**config.mk**
```make
export PLATFORM = sky130hd
export DESIGN_NAME = bin_to_bcd_arb_seq_flat
export DESIGN_NICKNAME = d
export VERILOG_FILES = /design/src/rtl/bin_to_bcd_arb_seq_if.sv /design/src/rtl/bin_to_bcd_arb_seq.sv /design/src/flat_wrapper.sv
export SDC_FILE = /design/constraint.sdc
export NUM_CORES = 1
export LEC_CHECK = 0
export CAP_MARGIN = 25
export CORE_AREA = 2 2 61 58
export DETAILED_ROUTE_END_ITERATION = 7
export DIE_AREA = 0 0 63 60
export PLACE_DENSITY = 0.75
export SYNTH_ARGS = -nofsm -noshare
export SYNTH_HDL_FRONTEND = slang
export SYNTH_SLANG_ARGS = --single-unit
export TNS_END_PERCENT = 1
```
**constraint.sdc**
```tcl
create_clock -name clk -period 1.8 [get_ports clk]
set_input_delay 0.54 -clock clk [delete_from_list [all_inputs] [get_ports clk]]
set_output_delay 0.54 -clock clk [all_outputs]
set_load 0.1 [all_outputs]
```
**src/rtl/bin_to_bcd_arb_seq_if.sv**
```systemverilog
// Handshake bundle for the shared binary-to-BCD converter: two request
// channels (val/rdy with 5-bit data) and one response channel tagged with
// the requester id.
interface bin_to_bcd_arb_seq_if;
  logic       req0_val;
  logic [4:0] req0_in;
  logic       req0_rdy;
  logic       req1_val;
  logic [4:0] req1_in;
  logic       req1_rdy;
  logic       resp_val;
  logic       resp_rdy;
  logic       resp_id;
  logic [3:0] resp_tens;
  logic [3:0] resp_ones;
  logic       busy;

  // Requesters and response consumer side
  modport master (
    output req0_val, req0_in, req1_val, req1_in, resp_rdy,
    input  req0_rdy, req1_rdy, resp_val, resp_id, resp_tens, resp_ones, busy
  );

  // Converter side
  modport slave (
    input  req0_val, req0_in, req1_val, req1_in, resp_rdy,
    output req0_rdy, req1_rdy, resp_val, resp_id, resp_tens, resp_ones, busy
  );
endinterface

```
**src/rtl/bin_to_bcd_arb_seq.sv**
```systemverilog
// Time-multiplexed 5-bit binary to 2-digit BCD converter shared by two
// requesters. Iterative double-dabble, one bit per cycle (5 cycles).
// Arbitration is round-robin by default; defining
// BIN_TO_BCD_ARB_FIXED_PRIORITY_EN makes req0 always win on contention.
module bin_to_bcd_arb_seq (
  input logic                 clk,
  input logic                 rst_n,
  bin_to_bcd_arb_seq_if.slave bus
);

  typedef enum logic [1:0] {StIdle, StConv, StDone} state_e;

  state_e      state;
  logic [4:0]  bin;
  logic [7:0]  bcd;
  logic [2:0]  cnt;
  logic        id;
  logic        grant;
  logic        accept;
  logic [12:0] dabble_next;
`ifndef BIN_TO_BCD_ARB_FIXED_PRIORITY_EN
  logic        pri;
`endif

  // Grant selection: a lone requester wins, contention goes to the preferred one
  always_comb begin
    grant = 1'b0;
    if (bus.req0_val && bus.req1_val) begin
`ifdef BIN_TO_BCD_ARB_FIXED_PRIORITY_EN
      grant = 1'b0;
`else
      grant = pri;
`endif
    end else if (bus.req1_val) begin
      grant = 1'b1;
    end
  end

  assign accept       = (state == StIdle) && (bus.req0_val || bus.req1_val);
  assign bus.req0_rdy = (state == StIdle) && bus.req0_val && !grant;
  assign bus.req1_rdy = (state == StIdle) && bus.req1_val && grant;

  // One double-dabble iteration: add 3 to nibbles >= 5, then shift left
  always_comb begin
    logic [3:0]  tens;
    logic [3:0]  ones;
    logic [12:0] pre;
    tens = bcd[7:4];
    ones = bcd[3:0];
    if (tens >= 4'd5) tens = tens + 4'd3;
    if (ones >= 4'd5) ones = ones + 4'd3;
    pre = {tens, ones, bin};
    dabble_next = {pre[11:0], 1'b0};
  end

  // Control FSM with registered response and busy outputs
  always_ff @(posedge clk or negedge rst_n) begin
    if (!rst_n) begin
      state         <= StIdle;
      bin           <= 5'd0;
      bcd           <= 8'd0;
      cnt           <= 3'd0;
      id            <= 1'b0;
      bus.busy      <= 1'b0;
      bus.resp_val  <= 1'b0;
      bus.resp_id   <= 1'b0;
      bus.resp_tens <= 4'd0;
      bus.resp_ones <= 4'd0;
`ifndef BIN_TO_BCD_ARB_FIXED_PRIORITY_EN
      pri           <= 1'b0;
`endif
    end else begin
      unique case (state)
        StIdle: begin
          if (accept) begin
            bin      <= grant ? bus.req1_in : bus.req0_in;
            bcd      <= 8'd0;
            id       <= grant;
            cnt      <= 3'd0;
            bus.busy <= 1'b1;
`ifndef BIN_TO_BCD_ARB_FIXED_PRIORITY_EN
            pri      <= ~grant;
`endif
            state    <= StConv;
          end
        end
        StConv: begin
          bcd <= dabble_next[12:5];
          bin <= dabble_next[4:0];
          cnt <= cnt + 3'd1;
          if (cnt == 3'd4) begin
            // Last iteration: publish the finished digits straight from the datapath
            state         <= StDone;
            bus.resp_val  <= 1'b1;
            bus.resp_id   <= id;
            bus.resp_tens <= dabble_next[12:9];
            bus.resp_ones <= dabble_next[8:5];
          end
        end
        StDone: begin
          if (bus.resp_rdy) begin
            state        <= StIdle;
            bus.resp_val <= 1'b0;
            bus.busy     <= 1'b0;
          end
        end
        default: state <= StIdle;
      endcase
    end
  end

endmodule

```
**src/flat_wrapper.sv**
```systemverilog
// flat-port wrapper written by rule: the top's interface ports become plain ports
module bin_to_bcd_arb_seq_flat 
  (clk, rst_n, bus_req0_val, bus_req0_in, bus_req1_val, bus_req1_in, bus_resp_rdy, bus_req0_rdy, bus_req1_rdy, bus_resp_val, bus_resp_id, bus_resp_tens, bus_resp_ones, bus_busy);
  bin_to_bcd_arb_seq_if bus_i ();
  input logic clk;
  input logic rst_n;
  input wire logic [$bits(bus_i.req0_val)-1:0] bus_req0_val;
  input wire logic [$bits(bus_i.req0_in)-1:0] bus_req0_in;
  input wire logic [$bits(bus_i.req1_val)-1:0] bus_req1_val;
  input wire logic [$bits(bus_i.req1_in)-1:0] bus_req1_in;
  input wire logic [$bits(bus_i.resp_rdy)-1:0] bus_resp_rdy;
  output wire logic [$bits(bus_i.req0_rdy)-1:0] bus_req0_rdy;
  output wire logic [$bits(bus_i.req1_rdy)-1:0] bus_req1_rdy;
  output wire logic [$bits(bus_i.resp_val)-1:0] bus_resp_val;
  output wire logic [$bits(bus_i.resp_id)-1:0] bus_resp_id;
  output wire logic [$bits(bus_i.resp_tens)-1:0] bus_resp_tens;
  output wire logic [$bits(bus_i.resp_ones)-1:0] bus_resp_ones;
  output wire logic [$bits(bus_i.busy)-1:0] bus_busy;
  assign bus_i.req0_val = bus_req0_val;
  assign bus_i.req0_in = bus_req0_in;
  assign bus_i.req1_val = bus_req1_val;
  assign bus_i.req1_in = bus_req1_in;
  assign bus_i.resp_rdy = bus_resp_rdy;
  assign bus_req0_rdy = bus_i.req0_rdy;
  assign bus_req1_rdy = bus_i.req1_rdy;
  assign bus_resp_val = bus_i.resp_val;
  assign bus_resp_id = bus_i.resp_id;
  assign bus_resp_tens = bus_i.resp_tens;
  assign bus_resp_ones = bus_i.resp_ones;
  assign bus_busy = bus_i.busy;
  bin_to_bcd_arb_seq u_core (.clk(clk), .rst_n(rst_n), .bus(bus_i));
endmodule
```
==> results of run 1 <==
-- worst max-delay path: cells and delay by family --
family          cells  cell delay [ps]
compound gates      1              190
buf+inv             3              370
simple gates        1              220
-- flip-flops by register name (all words and copies together), names as in the netlist --
| name | cells |
|---|---|
| u_core.bus.resp_ones | 4 |
| u_core.bin | 5 |
| u_core.bus.resp_id | 1 |
| u_core.pri | 1 |
| u_core.bcd | 8 |
| u_core.cnt | 3 |
| u_core.id | 1 |
| u_core.state | 2 |
| u_core.bus.resp_val | 1 |
| u_core.bus.busy | 1 |
| u_core.bus.resp_tens | 4 |
-- layout by cell type, fill, tap and decap left out, types with 2 or more instances in the layout --
cell / instances
nor3b_1: 3
mux2_2: 2
a21oi_1: 4
nand2_1: 25
nor3_1: 3
inv_1: 6
o21ai_1: 10
a21oi_2: 2
mux2_4: 3
dfrtp_1: 30
xnor2_1: 3
nand3_1: 3
o21ai_0: 13
clkbuf_4: 5
mux2i_1: 5
ha_1: 6
a22oi_1: 4
clkdlybuf4s50_1: 12
nand2b_1: 4
buf_12: 13
buf_6: 2
buf_4: 11
-- power by group --
group	total [W]	switching [W]	internal [W]	leakage, nW
clock	0.000351	0.000212	0.000139	0.0242
sequential	0.00129	0.000297	0.000994	0.390
combinational	0.00258	0.00154	0.00104	0.546
-- through the flow --
step	utilization, %	power, W	hold WS, ps	setup TNS (ps)	instances
2_1_floorplan	-	0.002913	244.4	-324.1	144
3_3_place_gp	63.35	0.003659	466.7	-5689	219
3_5_place_dp	63.35	0.003764	489.9	-6547	219
4_1_cts	65.98	0.004226	509.8	-120.3	230
5_1_grt	66.30	0.004492	541.2	-278.1	230
6_report	66.30	0.004221	503.4	-109.6	230
-- kinds of logic after synthesis --
family | count (synthesis)
compound gates | 37
xor+xnor | 3
fa+ha+maj | 6
buf+inv | 11
flops | 31
mux | 10
simple gates | 46
-- layer usage --
metal | wire length [µm] | up-vias | track usage [%]
met4 | 13 | 0 | 8.254
met3 | 157 | 2 | 5.650
met1 | 1210 | 602 | 20.63
met5 | 0 | - | 0
li1 | - | 589 | -
met2 | 1810 | 24 | 34.80
-- how the worst max path moves through the flow --
stage                                 from      endpoint  depth (start not counted)
finish                        bus_req0_val  bus_req0_rdy                          5
global route        u_core.pri$_DFFE_PN0P_  bus_req0_rdy                          3
CTS                 u_core.pri$_DFFE_PN0P_  bus_req0_rdy                          3
detailed placement            bus_req0_val  bus_req0_rdy                          5
global placement              bus_req0_val  bus_req0_rdy                          5
floorplan                     bus_req0_val  bus_req1_rdy                          3
-- final cells by class --
class                      instances  area share [%]
tap                               44           2.613
inverter                           7           1.841
multi-input combinational        102           32.90
timing repair buffer              40           23.81
clock buffer                       6           1.960
sequential                        31           36.88
-- timing repair --
action	in CTS	in global routing
buffers inserted	5	0
resized for setup	11	3
setup endpoints to repair	12	7
pin swaps	3	1
hold endpoints to repair	0	0
==> results.sh, run 1 <==
export IMPL_outcome="complete, but fails checks"
export IMPL_violations="setup timing"
export IMPL_gp_congestion=0.7424
export IMPL_cts_hold_buf=0
export IMPL_drv_slew=0
export IMPL_synth_commonest_cells="31 x dfrtp_1, 25 x nand2_1, 13 x o21ai_0"
export IMPL_drc=0
export IMPL_core_area_um2=3178
export IMPL_synth_ff_type="dfrtp_1"
export IMPL_ys_types=30
export IMPL_synth_seq_area_share_pct=51.54
export IMPL_syn_area_per_cell_um2=10.45
export IMPL_fmax_mhz=533.1
export IMPL_synthSimpleGateAreaFrac_pct=15.54
export IMPL_grt_pass1_wl_um=5388
export IMPL_placedInstanceArea_um2=2013
export IMPL_synthXorXnorAreaFrac_pct=1.746
export IMPL_hold_viol=0
export IMPL_final_area_um2=2107
export IMPL_finalNetCount=208
export IMPL_post_synth_top_count_cell="dfrtp_1"
export IMPL_cts_root_buffer="clkbuf_4"
export IMPL_route_vias_total=1217
export IMPL_p_leak_nw=0.9603
export IMPL_area_growth_pct=39.98
export IMPL_clk_pin_slew_ps=90
export IMPL_worstPathMaxFanout=3
export IMPL_grt_total_usage_pct=18.96
export IMPL_rrSetupSlack_ps=40
export IMPL_hpwl_um=2335
export IMPL_design_die_area_um2=3780
export IMPL_synthMuxAreaShare_pct=7.814
export IMPL_crit_type="input port to output port"
export IMPL_cts_sinks=31
export IMPL_critPathArrivalTime_ps=1340
export IMPL_cp_start_kind="input port"
export IMPL_finalSetupViolCount=2
export IMPL_cp_end_kind="output port"
export IMPL_gr_total_overflow=0
export IMPL_final_setup_skew_ps=6.002
export IMPL_fin_ws_ps=-75.89
export IMPL_period_minus_slack_ps=1876
export IMPL_drt_iter0_drc=45
export IMPL_fin_crit_sh_pct=104.2
export IMPL_synth_area_leaders="dfrtp_1 52%, nand2_1 6.2%, ha_1 5.0%"
export IMPL_drive_gt1_share_pct=25.81
export IMPL_wl_per_cell_um=13.87
export IMPL_grt_max_degree=32
export IMPL_post_place_ws_ps=-555.3
export IMPL_worst_hold_path_endpoint="u_core.id$_DFFE_PN0P_"
export IMPL_ant_nets=0
export IMPL_io_pin_count=28
export IMPL_yosysWarnings=0
export IMPL_synth_cells=144
export IMPL_ir_worst_vdd_v=0.0007468
export IMPL_syn_num_nets=165
export IMPL_relSlewSlack_pct=71.28
export IMPL_port_buffers=27
export IMPL_synth_top_family_by_area="simple AND/OR/NAND/NOR gates"
export IMPL_reg2reg_to="u_core.bus.resp_ones[0]$_DFFE_PN0P_"
export IMPL_cts_tree="done"
export IMPL_firstDrtPassIters=4
export IMPL_max_slew_worst_pin_slew_ps=430.9
export IMPL_required_ps=1260
export IMPL_cp_slowest_stage_delay_ps=220
export IMPL_yosysTopAreaCellShare_pct=51.54
export IMPL_diodes=0
export IMPL_synth_edf_count=0
export IMPL_power_density_nw_per_um2=2004
export IMPL_synth_compound_area_share_pct=14.46
export IMPL_die_w_um=63
export IMPL_die_y_um=60
export IMPL_ys_async_sr_fraction_pct=100.0
export IMPL_grt_pass1_vias=1224
export IMPL_nFillCells=265
export IMPL_multi_input_area_um2=693.2
export IMPL_antenna_found_initial=0
export IMPL_yosys_area_share_adder_pct=4.988
export IMPL_htree_levels=2
export IMPL_final_seq_area_um2=777.0
export IMPL_start_util_pct=47.36
export IMPL_reg2reg_depth=5
export IMPL_netlist_area_um2=1505
export IMPL_synth_largest_area_cell="dfrtp_1"
export IMPL_hold_path_class="flip-flop to flip-flop"
export IMPL_rsz0062_at_grt="yes"
export IMPL_ys_ff_latch=31
export IMPL_drt_wl_total_um=3191
export IMPL_hp_start="u_core.id$_DFFE_PN0P_"
export IMPL_whs_path_depth=1
export IMPL_max_cap_violations=0
export IMPL_clock_latency_ps=320
export IMPL_rows=20
export IMPL_viasPerCell=5.291
export IMPL_crit_path_cell_trace="buf_2, inv_12, o21ai_4, and3_4, buf_12"
export IMPL_cts_made_buffers=5
export IMPL_cp_slowest_cell="and3_4"
export IMPL_timing_rr_start="u_core.state[1]$_DFFE_PN0P_"
export IMPL_clockBufferDepth=2
Note: power is estimated with default switching activity, not from simulation.
==> run 2: changes to the inputs <==
CORE_AREA = 2 2 50 70   (was 2 2 61 58)
CTS_CLUSTER_SIZE = 14   (was not set)
DIE_AREA = 0 0 52 72   (was 0 0 63 60)
==> results.sh, run 2 (synthesized netlist as in run 1, its figures left out) <==
export IMPL_outcome="complete, but fails checks"
export IMPL_violations="setup timing"
export IMPL_intPower_w=0.002223
export IMPL_max_slew_worst_pin_slew_ps=443.2
export IMPL_cts_sinks=31
export IMPL_regMostFlops="u_core.bcd"
export IMPL_ir_worst_vdd_v=0.001272
export IMPL_wl_per_cell_um=13.82
export IMPL_die_y_um=72
export IMPL_period_minus_slack_ps=1865
export IMPL_cp_start_kind="input port"
export IMPL_hpwl_um=2234
export IMPL_dp_cells=212
export IMPL_worst_path_buf_inv=4
export IMPL_antenna_found_initial=0
export IMPL_power_frac_comb_pct=56.8
export IMPL_start_util_pct=48.67
export IMPL_crit_type="input port to output port"
export IMPL_netSwitchingFraction_pct=47.85
export IMPL_worst_hold_path_endpoint="u_core.bcd[5]$_DFFE_PN0P_"
export IMPL_design_die_area_um2=3744
export IMPL_p_total_w=0.004263
export IMPL_grt_pass1_vias=1244
export IMPL_hold_viol=0
export IMPL_hold_path_class="flip-flop to flip-flop"
export IMPL_cts_tree="done"
export IMPL_fin_crit_sh_pct=103.6
export IMPL_clock_power_share_pct=12.4
export IMPL_fmax_mhz=536.2
export IMPL_drv_slew=0
export IMPL_hp_start="u_core.bcd[5]$_DFFE_PN0P_"
export IMPL_drc=0
export IMPL_crit_family="buffers and inverters"
export IMPL_relSlewSlack_pct=70.45
export IMPL_p_leak_nw=0.9547
export IMPL_drive_gt1_share_pct=25.27
export IMPL_rrSetupSlack_ps=150
export IMPL_fin_ws_ps=-65.08
export IMPL_grt_total_usage_pct=20.45
export IMPL_worstPathMaxFanout=3
export IMPL_crit_path_cell_trace="buf_6, buf_6, inv_12, o21ai_4, and3_4, buf_12"
export IMPL_gr_total_overflow=0
export IMPL_reg_largest_list="u_core.bcd x8, u_core.bin x5"
export IMPL_timing_rr_start="u_core.bcd[4]$_DFFE_PN0P_"
export IMPL_finalSetupViolCount=2
export IMPL_clockBufferDepth=2
export IMPL_reg2reg_depth=6
export IMPL_cts_made_buffers=5
export IMPL_die_w_um=52
export IMPL_required_ps=1260
export IMPL_rows=24
export IMPL_area_growth_pct=40.07
export IMPL_max_cap_violations=0
export IMPL_clock_latency_ps=280
export IMPL_cp_slowest_cell="and3_4"
export IMPL_seqPwrFrac_pct=30.8
export IMPL_core_area_um2=3093
export IMPL_cts_hold_buf=0
export IMPL_grt_max_degree=32
export IMPL_cts_root_buffer="clkbuf_8"
export IMPL_gp_congestion=0.8581
export IMPL_cp_end_kind="output port"
export IMPL_route_vias_total=1145
export IMPL_final_common_cell="dfrtp_1"
export IMPL_drt_iter0_drc=32
export IMPL_final_setup_skew_ps=4.557
export IMPL_finalNetCount=202
export IMPL_htree_levels=2
export IMPL_ant_nets=0
export IMPL_switching_power_w=0.002040
export IMPL_firstDrtPassIters=4
export IMPL_cp_slowest_stage_delay_ps=220
export IMPL_placedInstanceArea_um2=1992
export IMPL_critPathArrivalTime_ps=1330
export IMPL_largest_reg_flops=8
export IMPL_port_buffers=27
export IMPL_clk_pin_slew_ps=70
export IMPL_final_cell_mix="29 x dfrtp_1, 25 x nand2_1, 13 x o21ai_0, 13 x buf_12, 12 x clkdlybuf4s50_1"
export IMPL_whs_path_depth=2
export IMPL_viasPerCell=5.181
export IMPL_diodes=0
export IMPL_rsz0062_at_grt="yes"
export IMPL_power_density_nw_per_um2=2022
export IMPL_grt_pass1_wl_um=5582
export IMPL_final_cell_count_no_fill=221
export IMPL_reg2reg_to="u_core.bcd[6]$_DFFE_PN0P_"
export IMPL_cp_common_cell="buf_6"
export IMPL_io_pin_count=28
export IMPL_final_area_um2=2108
export IMPL_drt_wl_total_um=3054
## run 2: worst register-to-register path, cell delays in order, from the launching register on
cell	delay, ps
dfrtp_1	410
inv_1	120
ha_2	240
nand2b_1	80
a21oi_2	200
mux2_2	370
o21ai_0	150
## run 2: metal layers
metal	global-route usage [%]	vias up	part of all wire (%)
li1	-	570	-
met1	21.60	543	39
met2	35.44	27	54
met3	6.790	5	4.9
met4	10.23	0	2.4
met5	0	-	0
## run 2: power groups by stage
stage | registers, W | logic (W) | clock network, W
floorplan | 0.00191 | 0.00100 | 0
global placement | 0.00129 | 0.00233 | 0
detailed placement | 0.00131 | 0.00240 | 0
CTS | 0.00131 | 0.00242 | 0.000536
global route | 0.00136 | 0.00260 | 0.000574
finish | 0.00131 | 0.00242 | 0.000529
## run 2: timing repair
action | CTS | global route
setup endpoints to repair | 8 | 4
setup buffers | 1 | 0
hold endpoints to repair | 0 | 0
gates resized for setup | 12 | 3
pin swaps | 3 | 0
cloned | 0 | 0
## run 2: through the flow
step | utilization, % | hold WS (ps) | setup TNS (ps) | worst slack, ps
final | 68.16 | 493.6 | -71.53 | -65.08
after global routing | 68.16 | 517.6 | -134.7 | -96.48
after CTS | 67.92 | 486.5 | -79.69 | -69.13
after detailed placement | 64.40 | 474.0 | -4747 | -503.5
after global placement | 64.40 | 472.5 | -3988 | -465.0
after floorplan | - | 244.4 | -324.1 | -214.4
## run 2: final cells by class
| type | instances | area, µm² |
|---|---|---|
| Sequential cell | 31 | 778.2 |
| Inverter | 7 | 38.79 |
| Fill cell | 231 | 984.7 |
| Tap cell | 39 | 48.80 |
| Clock inverter | 3 | 15.01 |
| Timing Repair Buffer | 34 | 457.9 |
| Multi-Input combinational cell | 102 | 700.7 |
| Clock buffer | 5 | 68.82 |
## run 2: worst max path at each step
stage | startpoint | slack [ps] | depth (start not counted) | endpoint
after global placement | bus_req0_val | -470 | 6 | bus_req0_rdy
after global routing | bus_req0_val | -100 | 6 | bus_req0_rdy
after CTS | bus_req0_val | -70 | 6 | bus_req0_rdy
final | bus_req0_val | -70 | 6 | bus_req0_rdy
after floorplan | bus_req0_val | -210 | 3 | bus_req1_rdy
after detailed placement | bus_req0_val | -500 | 6 | bus_req0_rdy
==> run 3: changes to the inputs <==
CORE_AREA = 2 2 52 73   (was 2 2 50 70)
DIE_AREA = 0 0 54 75   (was 0 0 52 72)
PLACE_DENSITY = 0.72   (was 0.75)
clock period = 1.7 ns   (was 1.8 ns; I/O delays follow)
==> results.sh, run 3 (synthesized netlist as in run 1, its figures left out) <==
export IMPL_hpwl_um=2176
export IMPL_ant_nets=0
export IMPL_final_cell_mix="29 x dfrtp_1, 25 x nand2_1, 14 x buf_12, 12 x o21ai_0, 12 x clkdlybuf4s50_1"
export IMPL_power_density_nw_per_um2=2117
export IMPL_routed_wl_met2_um=1632
export IMPL_netSwitchingFraction_pct=46.88
export IMPL_worstPathMaxFanout=3
export IMPL_grt_total_usage_pct=17.22
export IMPL_max_slew_worst_pin_slew_ps=432.8
export IMPL_final_area_um2=2142
export IMPL_placedInstanceArea_um2=1998
export IMPL_grt_max_degree=32
export IMPL_cts_root_buffer="clkbuf_8"
export IMPL_final_common_cell="dfrtp_1"
export IMPL_fin_setup_tns_ps=-123.4
export IMPL_dp_cells=212
export IMPL_final_cell_count_no_fill=223
export IMPL_die_w_um=54
export IMPL_start_util_pct=44.56
export IMPL_cts_sinks=31
export IMPL_ir_worst_vdd_v=0.001182
export IMPL_fin_crit_sh_pct=103.8
export IMPL_clock_power_share_pct=11.5
export IMPL_power_frac_comb_pct=58.1
export IMPL_drt_wl_total_um=2980
export IMPL_largest_reg_flops=8
export IMPL_violations="setup timing"
export IMPL_clk_pin_slew_ps=60
export IMPL_finalNetCount=205
export IMPL_regMostFlops="u_core.bcd"
export IMPL_diodes=0
export IMPL_nFillCells=277
export IMPL_p_total_w=0.004535
export IMPL_grt_pass1_vias=1171
export IMPL_met3_length_um=151
export IMPL_fmax_mhz=566.9
export IMPL_io_pin_count=28
export IMPL_gp_congestion=0.7712
export IMPL_fin_ws_ps=-64.02
export IMPL_antenna_found_initial=0
export IMPL_hold_path_class="flip-flop to flip-flop"
export IMPL_outcome="complete, but fails checks"
export IMPL_rsz0062_at_grt="yes"
export IMPL_intPower_w=0.002409
export IMPL_cts_hold_buf=0
export IMPL_viasPerCell=5.283
export IMPL_clockBufferDepth=2
export IMPL_finalSetupViolCount=2
export IMPL_area_growth_pct=42.31
export IMPL_port_buffers=27
export IMPL_wl_per_cell_um=13.36
export IMPL_design_die_area_um2=4050
export IMPL_critPathArrivalTime_ps=1250
export IMPL_cp_start_kind="flip-flop"
export IMPL_htree_levels=2
export IMPL_die_y_um=75
export IMPL_cts_made_buffers=5
export IMPL_max_cap_violations=0
export IMPL_crit_type="flip-flop to output port"
export IMPL_cts_tree="done"
export IMPL_firstDrtPassIters=5
export IMPL_route_vias_total=1178
export IMPL_grt_pass1_wl_um=4933
export IMPL_seqPwrFrac_pct=30.4
export IMPL_required_ps=1190
export IMPL_top_layer="met4"
export IMPL_drt_iter0_drc=32
export IMPL_cp_end_kind="output port"
export IMPL_p_leak_nw=0.9628
export IMPL_rows=25
export IMPL_drc=0
export IMPL_core_area_um2=3378
export IMPL_drive_gt1_share_pct=25.68
export IMPL_clock_latency_ps=280
export IMPL_drv_slew=0
export IMPL_gr_total_overflow=0
export IMPL_final_setup_skew_ps=5.031
export IMPL_period_minus_slack_ps=1764
export IMPL_relSlewSlack_pct=71.14
export IMPL_reg_largest_list="u_core.bcd x8, u_core.bin x5"
export IMPL_met1_length_um=1132
export IMPL_switching_power_w=0.002126
export IMPL_hold_viol=0
## run 3: routing by layer
layer	track usage, %	vias up
met5	0	-
li1	-	575
met3	4.167	7
met2	30.62	34
met4	8.889	0
met1	18.42	562
## run 3: worst max-delay path, stage by stage (launching register included)
cell and delay [ps]:
dfrtp_1 400, o21ai_4 180, and3_4 220, buf_12 170
## run 3: power by group through the flow
stage | sequential (W) | combinational [W] | clock [W]
2_1_floorplan | 0.00202 | 0.00106 | 0
3_3_place_gp | 0.00136 | 0.00247 | 0
3_5_place_dp | 0.00139 | 0.00254 | 0
4_1_cts | 0.00138 | 0.00259 | 0.000537
5_1_grt | 0.00143 | 0.00281 | 0.000563
6_report | 0.00138 | 0.00263 | 0.000520
## run 3: worst paths after layout
kind / startpoint / to / slack [ps] / cells past startpoint
setup reg to reg: u_core.state[1]$_DFFE_PN0P_ / u_core.bus.resp_id$_DFFE_PN0P_ / 50 / 4
min in group asynchronous: rst_n / u_core.bus.resp_tens[3]$_DFFE_PN0P_ / 590 / 2
setup / recovery: u_core.pri$_DFFE_PN0P_ / bus_req0_rdy / -60 / 3
hold / removal: u_core.bcd[5]$_DFFE_PN0P_ / u_core.bcd[5]$_DFFE_PN0P_ / 480 / 2
max in group asynchronous: rst_n / u_core.state[1]$_DFFE_PN0P_ / 920 / 2
hold reg to reg: u_core.bcd[5]$_DFFE_PN0P_ / u_core.bcd[5]$_DFFE_PN0P_ / 480 / 2
## run 3: per-stage QoR
stage          utilization, %  hold WS, ps  setup slack, ps
5_1_grt                 63.41        520.2           -111.2
2_1_floorplan               -        214.4           -254.4
6_report                63.41        481.9           -64.02
3_3_place_gp            59.15        467.3           -553.2
3_5_place_dp            59.15        470.2           -583.4
4_1_cts                 62.52        484.4           -84.16
## run 3: layout make-up
cell class	instances	area [µm²]	area share [%]
clock buffers	6	72.57	3.388
inverters	7	38.79	1.811
multi-input cells	102	713.2	33.29
flip-flops and latches	31	778.2	36.33
well taps	40	50.05	2.336
repair buffers	37	489.2	22.84
## run 3: repair_timing
item / in CTS / in global routing
buffers inserted: 4 / 1
endpoints found under the setup margin: 14 / 6
pin swaps: 4 / 2
resized for setup: 13 / 6
gates cloned: 0 / 0
